`src/rtl/adder_seq_pkg.sv`:
```
// Shared types and sizes for the five-operand sequential adder.
// Imported by the controller and its edge detectors.
package adder_seq_pkg;

  localparam int W_OP   = 4;
  localparam int N_SLOT = 4;
  localparam int N_OPS  = 5;
  localparam int W_ACC  = 7;
  localparam int W_IDX  = 3;

  typedef enum logic [1:0] {
    IDLE,
    ACC,
    DONE
  } state_e;

endpackage

```
`src/rtl/adder_seq_ctrl_edge_rise.sv`:
```
// Registered rising-edge detector.
// The output is high for one cycle when d goes from low to high.
module edge_rise (
  input  logic clk,
  input  logic rst,
  input  logic d,
  output logic rise
);

  logic d_q;

  always_ff @(posedge clk or posedge rst) begin
    if (rst) d_q <= 1'b0;
    else     d_q <= d;
  end

  assign rise = d & ~d_q;

endmodule

```
`src/rtl/adder_seq_ctrl.sv`:
```
// Sequencer for the five-operand adder: loads slots from pushbuttons,
// then serially sums slots plus a snapshot of t through one adder.
module adder_seq_ctrl
  import adder_seq_pkg::*;
(
  input  logic       clk,
  input  logic       rst,
  input  logic       PB1,
  input  logic       PB2,
  input  logic       PB3,
  input  logic       PB4,
  input  logic       ROT_SWITCH,
  input  logic [3:0] t,
  output logic [5:0] sum,
  output logic       cout,
  output logic       busy,
  output logic       valid
);

  logic [N_SLOT-1:0] pb_in;
  logic [N_SLOT-1:0] pb_ev;
  logic              rot_ev;

  state_e            state_q, state_d;
  logic [W_OP-1:0]   slot_q [N_SLOT];
  logic [W_OP-1:0]   slot_d [N_SLOT];
  logic [W_OP-1:0]   snap_q, snap_d;
  logic [W_ACC-1:0]  acc_q, acc_d;
  logic [W_IDX-1:0]  idx_q, idx_d;
  logic [5:0]        sum_q, sum_d;
  logic              cout_q, cout_d;
  logic [W_OP-1:0]   op;
  logic [W_ACC-1:0]  add;

  assign pb_in = {PB4, PB3, PB2, PB1};

  for (genvar k = 0; k < N_SLOT; k++) begin : g_pb
    edge_rise u_pb (
      .clk  (clk),
      .rst  (rst),
      .d    (pb_in[k]),
      .rise (pb_ev[k])
    );
  end

  edge_rise u_rot (
    .clk  (clk),
    .rst  (rst),
    .d    (ROT_SWITCH),
    .rise (rot_ev)
  );

  // operand 4 is the snapshot of t taken at start
  assign op  = (idx_q == W_IDX'(N_SLOT)) ? snap_q : slot_q[idx_q[1:0]];
  assign add = acc_q + W_ACC'(op);

  always_comb begin
    state_d = state_q;
    slot_d  = slot_q;
    snap_d  = snap_q;
    acc_d   = acc_q;
    idx_d   = idx_q;
    sum_d   = sum_q;
    cout_d  = cout_q;
    unique case (state_q)
      IDLE: begin
        for (int k = 0; k < N_SLOT; k++) begin
          if (pb_ev[k]) slot_d[k] = t;
        end
        if (rot_ev) begin
          state_d = ACC;
          acc_d   = '0;
          snap_d  = t;
          idx_d   = '0;
        end
      end
      ACC: begin
        acc_d = add;
        idx_d = idx_q + W_IDX'(1);
        if (idx_q == W_IDX'(N_OPS - 1)) begin
          state_d         = DONE;
          {cout_d, sum_d} = add;
        end
      end
      DONE: state_d = IDLE;
      default: state_d = IDLE;
    endcase
  end

  always_ff @(posedge clk or posedge rst) begin
    if (rst) begin
      state_q <= IDLE;
      for (int k = 0; k < N_SLOT; k++) slot_q[k] <= '0;
      snap_q  <= '0;
      acc_q   <= '0;
      idx_q   <= '0;
      sum_q   <= '0;
      cout_q  <= 1'b0;
    end else begin
      state_q <= state_d;
      for (int k = 0; k < N_SLOT; k++) slot_q[k] <= slot_d[k];
      snap_q  <= snap_d;
      acc_q   <= acc_d;
      idx_q   <= idx_d;
      sum_q   <= sum_d;
      cout_q  <= cout_d;
    end
  end

  assign sum   = sum_q;
  assign cout  = cout_q;
  assign busy  = (state_q != IDLE);
  assign valid = (state_q == DONE);

endmodule

```
`config.mk`:
```
export PLATFORM = sky130hd
export DESIGN_NAME = adder_seq_ctrl
export DESIGN_NICKNAME = d
export VERILOG_FILES = /design/src/rtl/adder_seq_pkg.sv /design/src/rtl/adder_seq_ctrl_edge_rise.sv /design/src/rtl/adder_seq_ctrl.sv
export SDC_FILE = /design/constraint.sdc
export NUM_CORES = 1
export LEC_CHECK = 0
export ABC_AREA = 1
export CORE_MARGIN = 5
export CORE_UTILIZATION = 50
export CTS_BUF_LIST = sky130_fd_sc_hd__clkbuf_16
export DETAILED_ROUTE_END_ITERATION = 12
export HOLD_SLACK_MARGIN = 0.03
export PLACE_DENSITY = 0.75
export SYNTH_ARGS = -nofsm -noshare
export SYNTH_HDL_FRONTEND = slang
export SYNTH_SLANG_ARGS = --single-unit
```
`constraint.sdc`:
```
create_clock -name clk -period 5.1 [get_ports clk]
set_clock_uncertainty 0.15 [all_clocks]
set_input_delay 1.53 -clock clk [delete_from_list [all_inputs] [get_ports clk]]
set_output_delay 1.53 -clock clk [all_outputs]
set_load 0.1 [all_outputs]
```
; ---- Word-level counts from Yosys, hierarchy flattened
; Index checks and enable logic that the tools add are counted.
[classes]
mux = 11
order_cmp = 1
n_eq_ne = 5
shift = 0
addsub = 2
mul = 0
reduce_logical = 11
div = 0
n_bitwise = 11
[ops]
columns = operator, n
row1 = $reduce_and 2->1, 8
row2 = $pmux 7 s2, 1
row3 = $mux 4, 3
row4 = $bmux 4 s2, 1
row5 = $add 7x4->7, 1
row6 = $mux 7, 1
row7 = $pmux 3 s2, 1
row8 = $and 1x1->1, 5
row9 = $not 1->1, 5
row10 = $mux 2, 2
row11 = $ne 2x2->1 const B, 2
row12 = $pmux 2 s2, 1
row13 = $reduce_bool 2->1, 2
row14 = $add 3x1->3 const B, 1
row15 = $eq 3x3->1 const B, 1
row16 = $ge 3x3->1 const B, 1
row17 = $mux 3, 1
row18 = $not 2->3, 1
row19 = $eq 2x1->1 const B, 1
row20 = $eq 2x2->1 const B, 1
row21 = $logic_not 2->1, 1
[word_totals]
input_bits = 11
wordCells = 56
latchBits = 0
mem_count = 0
reg_bits = 44
mem_bits_rw = 0
mem_bits_ro = 0
output_inout_bits = 9

; ---- Longest topological paths before layout
; Gate-level depths: netlist of run 1.
[logic_depth]
ltp_word = 7
depth_mapped = 15
depth_no_buf = 13

; ---- Cells and area by module
; From an unflattened synthesis of run 1, not the netlist that was laid out.
[unflattened]
cells_unflattened = 240
hier_area_um2 = 2094.5
[modules_own_cells]
columns = module, cells_per_inst, instances, area_per_inst_um2, seq_area_each_um2
row1 = adder_seq_ctrl, 220, 1, 1900.6, 975.9
row2 = edge_rise, 4, 5, 38.8, 25.0

; ---- Worst setup path before layout of run 1
; OpenSTA, ideal clock, no wires.
[synth_timing]
kind = register to output
start = register state_q[1]
end = output port valid
required_ns = 3.420
stages_incl_launch_ff = 3
path_buffers = 0
path_slack_ns = 1.718
arrival_ns = 1.702
path_cell_list = dfrtp_1 inv_1 nor2_1
[synth_between]
elab_chain_cells = 1
[synth_rtl]
columns = item, line
row1 = "start, declared", adder_seq_ctrl.sv:24  ; state_e state_q, state_d;
row2 = "start signal, assigned", adder_seq_ctrl.sv:100  ; state_q <= state_d;
row3 = $eq 2x2->1, adder_seq_ctrl.sv:113  ; assign valid = (state_q == DONE);
row4 = "end, declared", adder_seq_ctrl.sv:17  ; output logic valid
; Every way passes these cells.

; ---- Worst setup path in the final report of run 1
[layout_timing]
start = register state_q[1]
end = output port busy
[layout_between]
elab_chain_cells = 1
[layout_rtl]
columns = item, line
row1 = $reduce_bool 2->1, adder_seq_ctrl.sv:112  ; assign busy = (state_q != IDLE);
row2 = "end, declared", adder_seq_ctrl.sv:16  ; output logic busy,
; Every way passes these cells.

==> qor.txt, run 1 <==
RSZ-0062 raised after global routing - no
Total Die Area - 0.00542 mm2
highest routed layer - met4
clock sink count - 44
Max stage delay cell, worst path - clkdlybuf4s50_1
setup TNS - 0 ns
Area Growth Syn to Fin - 18.6%
share of cells above drive strength 1 - 6.83%
WL met1 - 1740 um
Min Hold Slack - 0.324 ns
post-DR vias/cell - 5.02
NumNets Final - 266
Rows - 23
most frequent cells in the layout - nand2_1, dfrtp_1, o21ai_0, nor2_1, inv_1
largest net degree at the start of global routing - 45
hold_buf cts - 0
cells after synthesis - 224
number of port buffers - 19
die width - 73.6 um
htree depth - 2
initial core utilization - 50.9%
min Tclk post-route - 3.68 ns
Post-DRT Antenna Nets - 0
CP cell instances - nor2_2, inv_1, clkdlybuf4s50_1
core area - 0.00397 mm2
pre-CTS setup slack - 1.72 ns
GRT Residual Overflow - 0
Avg WL per Cell - 12.6 um
initial antenna violation count - 0
IO Pins - 20
Mapped Area - 0.00202 mm2
n_diodes - 0
Final period util - 72.2%
post-CTS setup repair buffer count - 0
max-slew violation count - 0
Syn. warnings - 0
clock slew at reported path FFs - 0.06 ns
CTS root buffer - clkbuf_16
drt pass-1 iters - 4
dpl hpwl - 2720 um
post-synthesis cell type count - 25
CTS resizes - 0
max-cap check violation count - 0
Mean Syn Cell Area - 9.03 um2
CTS tree - yes
post-synthesis sequential area ratio - 54.5%
clk buf depth - 2
CP Launch Type - flip-flop
WS Path Type - reg -> out
CP Capture Type - output port
f_max - 0.272 GHz
DRC violations left - 0
Detailed Route WL - 3780 um
cts bufs inserted - 5
gpl congestion - 0.786
Final Setup Violations - 0
synthesized flop and latch total - 44
Slew headroom - 35.4%
vias in the first global route - 1,498
Skew-Pair Late Insertion Delay - 0.28 ns
syn_nets - 242
Worst EP required - 3.42 ns
first-pass GRT wire length - 6830 um
commonest non-fill, non-tap cell in the layout - nand2_1
Largest stage delay, worst path - 0.97 ns
DR WL met3 - 163 um
vias post-DR - 1,502
Die Y - 73.6 um
1st-iter DRT viols - 89
Hold Vio Cnt, Final - 0
crit path DAT - 2.00 ns
Hold Path Class - reg -> reg
outcome - complete, no violations
WL met2 - 1810 um
critical path peak fanout - 6
placed inst area - 0.00226 mm2
Final Instance Area - 0.00240 mm2
Worst Setup Slack, final - 1.42 ns
GRT Util Overall - 16.4%
Worst-Margin Slew - 0.967 ns
path summary, 6_finish.rpt:
path | startpoint | to | slack [ns] | cells past startpoint
setup reg to reg | idx_q[0] | cout | 2.25 | 12
hold / removal | sum[4] | sum[4] | 0.32 | 2
setup / recovery | state_q[1] | busy | 1.42 | 3
max in group asynchronous | rst | g_pb[2].u_pb.d_q | 2.89 | 3
hold reg to reg | sum[4] | sum[4] | 0.32 | 2
min in group asynchronous | rst | acc_q[0] | 1.54 | 3
synthesized netlist by cell type:
master	count	area, um2
a21oi_1	1	5.00
inv_2	1	3.75
a31oi_4	1	21.3
nand2_2	2	12.5
inv_1	19	71.3
buf_2	2	10.0
fa_1	1	20.0
o21ai_1	6	30.0
dfrtp_1	44	1100
nand2_1	55	206
a21o_1	1	7.51
a31oi_1	4	25.0
o21ai_0	31	155
nand3_1	15	75.1
o21ai_2	1	8.76
nand3b_1	4	30.0
xnor2_1	1	8.76
nor2_8	1	20.0
nand3b_2	1	11.3
buf_6	1	11.3
nor2_2	1	6.26
inv_4	2	12.5
ha_1	6	75.1
nor2_1	22	82.6
nor2_4	1	11.3
final cells by class:
cell class	count	area [um2]
Fill cell	360	1570
Inverter	22	87.6
Multi-Input combinational cell	155	812
Clock buffer	5	125
Sequential cell	44	1100
Timing Repair Buffer	20	198
Tap cell	50	62.6
Clock inverter	3	11.3
per-stage QoR:
stage | utilization [%] | instances
2_1_floorplan | - | 224
3_3_place_gp | 56.9 | 291
3_5_place_dp | 56.9 | 291
4_1_cts | 60.4 | 299
5_1_grt | 60.4 | 299
6_report | 60.4 | 299
sequential cells by signal, indices dropped and copies added, names as in the netlist:
| signal | cells |
|---|---|
| snap_q | 4 |
| acc_q | 7 |
| g_pb.u_pb.d_q | 4 |
| u_rot.d_q | 1 |
| idx_q | 3 |
| cout | 1 |
| sum | 6 |
| slot_q | 16 |
| state_q | 2 |
logic make-up after synthesis:
kind of cell               after synthesis  synth area share (%)
DFF                                     44                  54.5
buffers and inverters                   25                  5.38
xor gates and xnor gates                 1                 0.433
and+or+nand+nor                        102                  22.5
AOI/OAI and AO/OA                       45                  12.5
adders and majority gates                7                  4.70
per-layer routing:
layer / vias up / GRT usage, %
met5: - / 0
met4: 0 / 5.43
met3: 8 / 5.34
met2: 26 / 26.4
met1: 684 / 20.8
li1: 784 / -
worst max-delay path, delay by kind of cell, from the launching register on:
family	cells	cell delay, ns
buffers and inverters	2	1.03
DFF	1	0.42
and+or+nand+nor	1	0.27
Power of run 1 is not shown: default switching activity piles up to over one toggle a cycle in this logic, so the estimate is an artifact.
==> inputs of run 2 (changes only) <==
==> constraint.sdc (replaced) <==
create_clock -name clk -period 3.4 [get_ports clk]
set_clock_uncertainty 0.15 [all_clocks]
set_input_delay 1.02 -clock clk [delete_from_list [all_inputs] [get_ports clk]]
set_output_delay 1.02 -clock clk [all_outputs]
set_load 0.1 [all_outputs]
==> qor.txt, run 2 (synthesis results as in run 1) <==
max reg flops - 16 (unchanged)
most frequent cells in the layout - nand2_1, dfrtp_1, o21ai_0, nor2_1, inv_1
htree depth - 2 (unchanged)
Total Die Area - 0.00542 mm2 (unchanged)
Hold Path Class - reg -> reg
Area Growth Syn to Fin - 18.8%
hold_buf cts - 0 (unchanged)
most used cell, CP - nand2_1
met2 usage - 27.4% (+0.98 points)
min Tclk post-route - 2.67 ns
number of port buffers - 19 (unchanged)
CTS root buffer - clkbuf_16
post-DR vias/cell - 5.07 (+0.93%)
Avg WL per Cell - 12.6 um (about the same)
largest reg by FF count - slot_q
vias post-DR - 1,516 (+0.93%)
Worst-Margin Slew - 0.542 ns (-0.425 ns)
CTS tree - yes
CTS resizes - 0 (unchanged)
critical path peak fanout - 11 (+5)
GRT Util Overall - 16.5% (+0.072 points)
IO Pins - 20 (unchanged)
Post-DRT Antenna Nets - 0 (unchanged)
n_diodes - 0 (unchanged)
crit path DAT - 2.69 ns (+0.69 ns)
WS Path Type - reg -> reg
f_max - 0.374 GHz
Global Route met1 Usage - 20.7% (-0.12 points)
Final Non-Filler Cells - 299 (unchanged)
Max stage delay cell, worst path - dfrtp_1
CP Capture Type - flip-flop
Worst EP required - 3.42 ns (about the same)
core area - 0.00397 mm2 (unchanged)
Slew headroom - 63.9% (+29 points)
RSZ-0062 raised after global routing - no
Final Setup Violations - 0 (unchanged)
drt pass-1 iters - 4 (unchanged)
cts bufs inserted - 5 (unchanged)
1st-iter DRT viols - 89 (unchanged)
first-pass GRT wire length - 6730 um (-1.5%)
NumNets Final - 266 (unchanged)
setup TNS - 0 ns (unchanged)
Skew-Pair Late Insertion Delay - 0.28 ns (about the same)
max-slew violation count - 0 (unchanged)
initial core utilization - 50.9% (unchanged)
GR met3 Demand/Resource - 3.69% (-1.6 points)
outcome - complete, no violations
Largest stage delay, worst path - 0.47 ns (-0.50 ns)
gpl congestion - 0.852 (+8.4%)
dpl hpwl - 2870 um (+5.5%)
Hold Vio Cnt, Final - 0 (unchanged)
Crit path max-delay family - adder cells
CP Launch Type - flip-flop
CP cell instances - inv_1, ha_1, nand2_2, nor2_1, a31oi_1, ha_1, fa_1, nand3_1, nand2_1, nand2_1, nand2_1, nand3_1, nand2_1
initial antenna violation count - 0 (unchanged)
vias in the first global route - 1,469 (-1.9%)
placed cells - 291 (unchanged)
busiest grt layer - met2
share of cells above drive strength 1 - 11.2% (+4.4 points)
largest net degree at the start of global routing - 45 (unchanged)
DRC violations left - 0 (unchanged)
die width - 73.6 um (unchanged)
CP Buf/Inv Count - 1 (-1)
GRT Residual Overflow - 0 (unchanged)
Die Y - 73.6 um (unchanged)
commonest non-fill, non-tap cell in the layout - nand2_1
clock sink count - 44 (unchanged)
Detailed Route WL - 3780 um (about the same)
clk buf depth - 2 (unchanged)
max-cap check violation count - 0 (unchanged)
post-CTS setup repair buffer count - 0 (unchanged)
Final period util - 78.5%
clock slew at reported path FFs - 0.06 ns (about the same)
Rows - 23 (unchanged)
-- run 2: worst min-delay path: cells and delay by family, from the launching register on --
kind / cells / cell delay, ns
and+or+nand+nor: 1 / 0.05
AOI/OAI and AO/OA: 1 / 0.06
DFF: 1 / 0.34
-- run 2: area by class of cell --
class                           count  area [um2]
Timing Repair Buffer               20         175
Sequential cell                    44        1100
Inverter                           22        87.6
Multi-Input combinational cell    155         812
Tap cell                           50        62.6
Clock buffer                        5         125
Clock inverter                      3        38.8
Fill cell                         349        1570
-- run 2: metrics by stage --
step                      setup WS [ns]  hold WS (ns)  util, %  cell area, um2
final                             0.730         0.336     60.5            2400
after global routing              0.415         0.359     60.5            2400
after detailed placement          0.743         0.323     56.4            2240
after CTS                         0.733         0.337     60.5            2400
after global placement            0.825         0.316     56.4            2240
after floorplan                   0.528         0.298        -            2020
-- run 2: metal layers --
layer  vias to the layer above  share of wire [%]
met1                       700                 46
met2                        28                 48
met5                         -                  0
met4                         0                1.0
met3                         4                5.2
li1                        784                  -
-- run 2: final timing paths --
check	startpoint	end	slack [ns]	depth (start not counted)
max	idx_q[0]	acc_q[6]	0.73	13
min	slot_q[13]	slot_q[13]	0.34	2
max reg2reg	idx_q[0]	acc_q[6]	0.73	13
min reg2reg	slot_q[13]	slot_q[13]	0.34	2
max in group asynchronous	rst	slot_q[15]	1.70	3
min in group asynchronous	rst	sum[1]	1.03	3
Power of run 2 is left out for the same reason.
==> inputs of run 3 (changes only) <==
==> constraint.sdc (replaced) <==
create_clock -name clk -period 2.78 [get_ports clk]
set_clock_uncertainty 0.15 [all_clocks]
set_input_delay 0.834 -clock clk [delete_from_list [all_inputs] [get_ports clk]]
set_output_delay 0.834 -clock clk [all_outputs]
set_load 0.1 [all_outputs]
==> qor.txt, run 3 (synthesis results as in run 1) <==
1st-iter DRT viols - 105 (+18%)
Area Growth Syn to Fin - 18.3%
core area - 0.00397 mm2 (unchanged)
f_max - 0.392 GHz (+4.8%)
min-delay src - slot_q[2]
Worst EP required - 2.80 ns (-0.62 ns)
share of cells above drive strength 1 - 11.3% (+0.045 points)
htree depth - 2 (unchanged)
CP Launch Type - flip-flop
number of port buffers - 19 (unchanged)
WS Path Type - reg -> reg
Final period util - 91.6% (+13 points)
post-CTS setup repair buffer count - 0 (unchanged)
hold_buf cts - 0 (unchanged)
CP Capture Type - flip-flop
DRC violations left - 0 (unchanged)
cts bufs inserted - 5 (unchanged)
dpl hpwl - 2880 um (+0.36%)
Hold Path Class - reg -> reg
initial core utilization - 50.9% (unchanged)
die width - 73.6 um (unchanged)
Die Y - 73.6 um (unchanged)
clock slew at reported path FFs - 0.05 ns (about the same)
first-pass GRT wire length - 6950 um (+3.3%)
most frequent cells in the layout - nand2_1, dfrtp_1, o21ai_0, nor2_1, inv_1
clk buf depth - 2 (unchanged)
largest reg by FF count - slot_q
critical path peak fanout - 9 (-2)
RR Startpoint - idx_q[1]
Slew headroom - 60.1% (-3.8 points)
largest net degree at the start of global routing - 30 (-33%)
n_diodes - 0 (unchanged)
CTS resizes - 0 (unchanged)
Hold Vio Cnt, Final - 0 (unchanged)
outcome - complete, no violations
min Tclk post-route - 2.55 ns (-0.123 ns)
vias post-DR - 1,538 (+1.5%)
Post-DRT Antenna Nets - 0 (unchanged)
crit path DAT - 2.57 ns (-0.12 ns)
max-cap check violation count - 0 (unchanged)
CTS tree - yes
RSZ-0062 raised after global routing - no
Skew-Pair Late Insertion Delay - 0.28 ns (about the same)
vias in the first global route - 1,501 (+2.2%)
Detailed Route WL - 3830 um (+1.4%)
clock sink count - 44 (unchanged)
GRT Residual Overflow - 0 (unchanged)
CTS root buffer - clkbuf_16
drt pass-1 iters - 5 (+1)
Final Setup Violations - 0 (unchanged)
initial antenna violation count - 0 (unchanged)
placed cells - 293 (+0.69%)
IO Pins - 20 (unchanged)
max reg flops - 16 (unchanged)
max-slew violation count - 0 (unchanged)
Worst-Margin Slew - 0.594 ns (+0.0529 ns)
commonest non-fill, non-tap cell in the layout - nand2_1
setup TNS - 0 ns (unchanged)
fill cell count - 339 (-2.9%)
crit path from - idx_q[1]
Avg WL per Cell - 12.9 um (+1.7%)
GRT Util Overall - 16.9% (+0.43 points)
Total Die Area - 0.00542 mm2 (unchanged)
Util after Layout - 60.2% (-0.28 points)
post-DR vias/cell - 5.16 (+1.8%)
gpl congestion - 0.844 (-0.90%)
Final Non-Filler Cells - 298 (-0.33%)
Rows - 23 (unchanged)
NumNets Final - 268 (+0.75%)
-- run 3: path summary, 6_finish.rpt --
kind / endpoint / slack (ns) / depth (start not counted)
max in group asynchronous: slot_q[2] / 1.29 / 3
hold reg to reg: slot_q[2] / 0.33 / 2
setup / recovery: acc_q[6] / 0.23 / 13
min in group asynchronous: sum[1] / 0.71 / 2
hold / removal: slot_q[2] / 0.33 / 2
setup reg to reg: acc_q[6] / 0.23 / 13
-- run 3: per-layer routing --
layer  GRT usage [%]  wire [um]  up-vias
met3            5.20        207        6
met5               0          0        -
met1            22.5       1770      709
li1                -          -      782
met4            5.63         61        0
met2            26.2       1790       41
-- run 3: layout make-up --
type	count	area, um2	area share, %
sequential	44	1100	46.0
multi-input combinational	155	812	34.0
timing repair buffer	22	203	8.48
clock buffer	5	125	5.23
inverter	22	87.6	3.66
tap	50	62.6	2.62
-- run 3: worst max-delay path, stage by stage, from the launching register on --
cell,delay [ns]
dfrtp_1,0.43
inv_1,0.16
ha_1,0.25
nand2_2,0.18
nor2_1,0.13
a31oi_1,0.06
ha_1,0.22
fa_1,0.41
nand3_1,0.11
nand2_1,0.09
nand2_1,0.07
nand2_1,0.06
nand3_1,0.06
nand2_1,0.05
-- run 3: metrics by stage --
stage	hold slack [ns]	worst slack, ns	instance area, um2
CTS	0.335	0.231	2390
global route	0.349	0.0264	2390
detailed placement	0.321	0.252	2270
finish	0.330	0.232	2390
floorplan	0.298	0.0937	2020
global placement	0.317	0.342	2270
Power of run 3 is left out for the same reason.
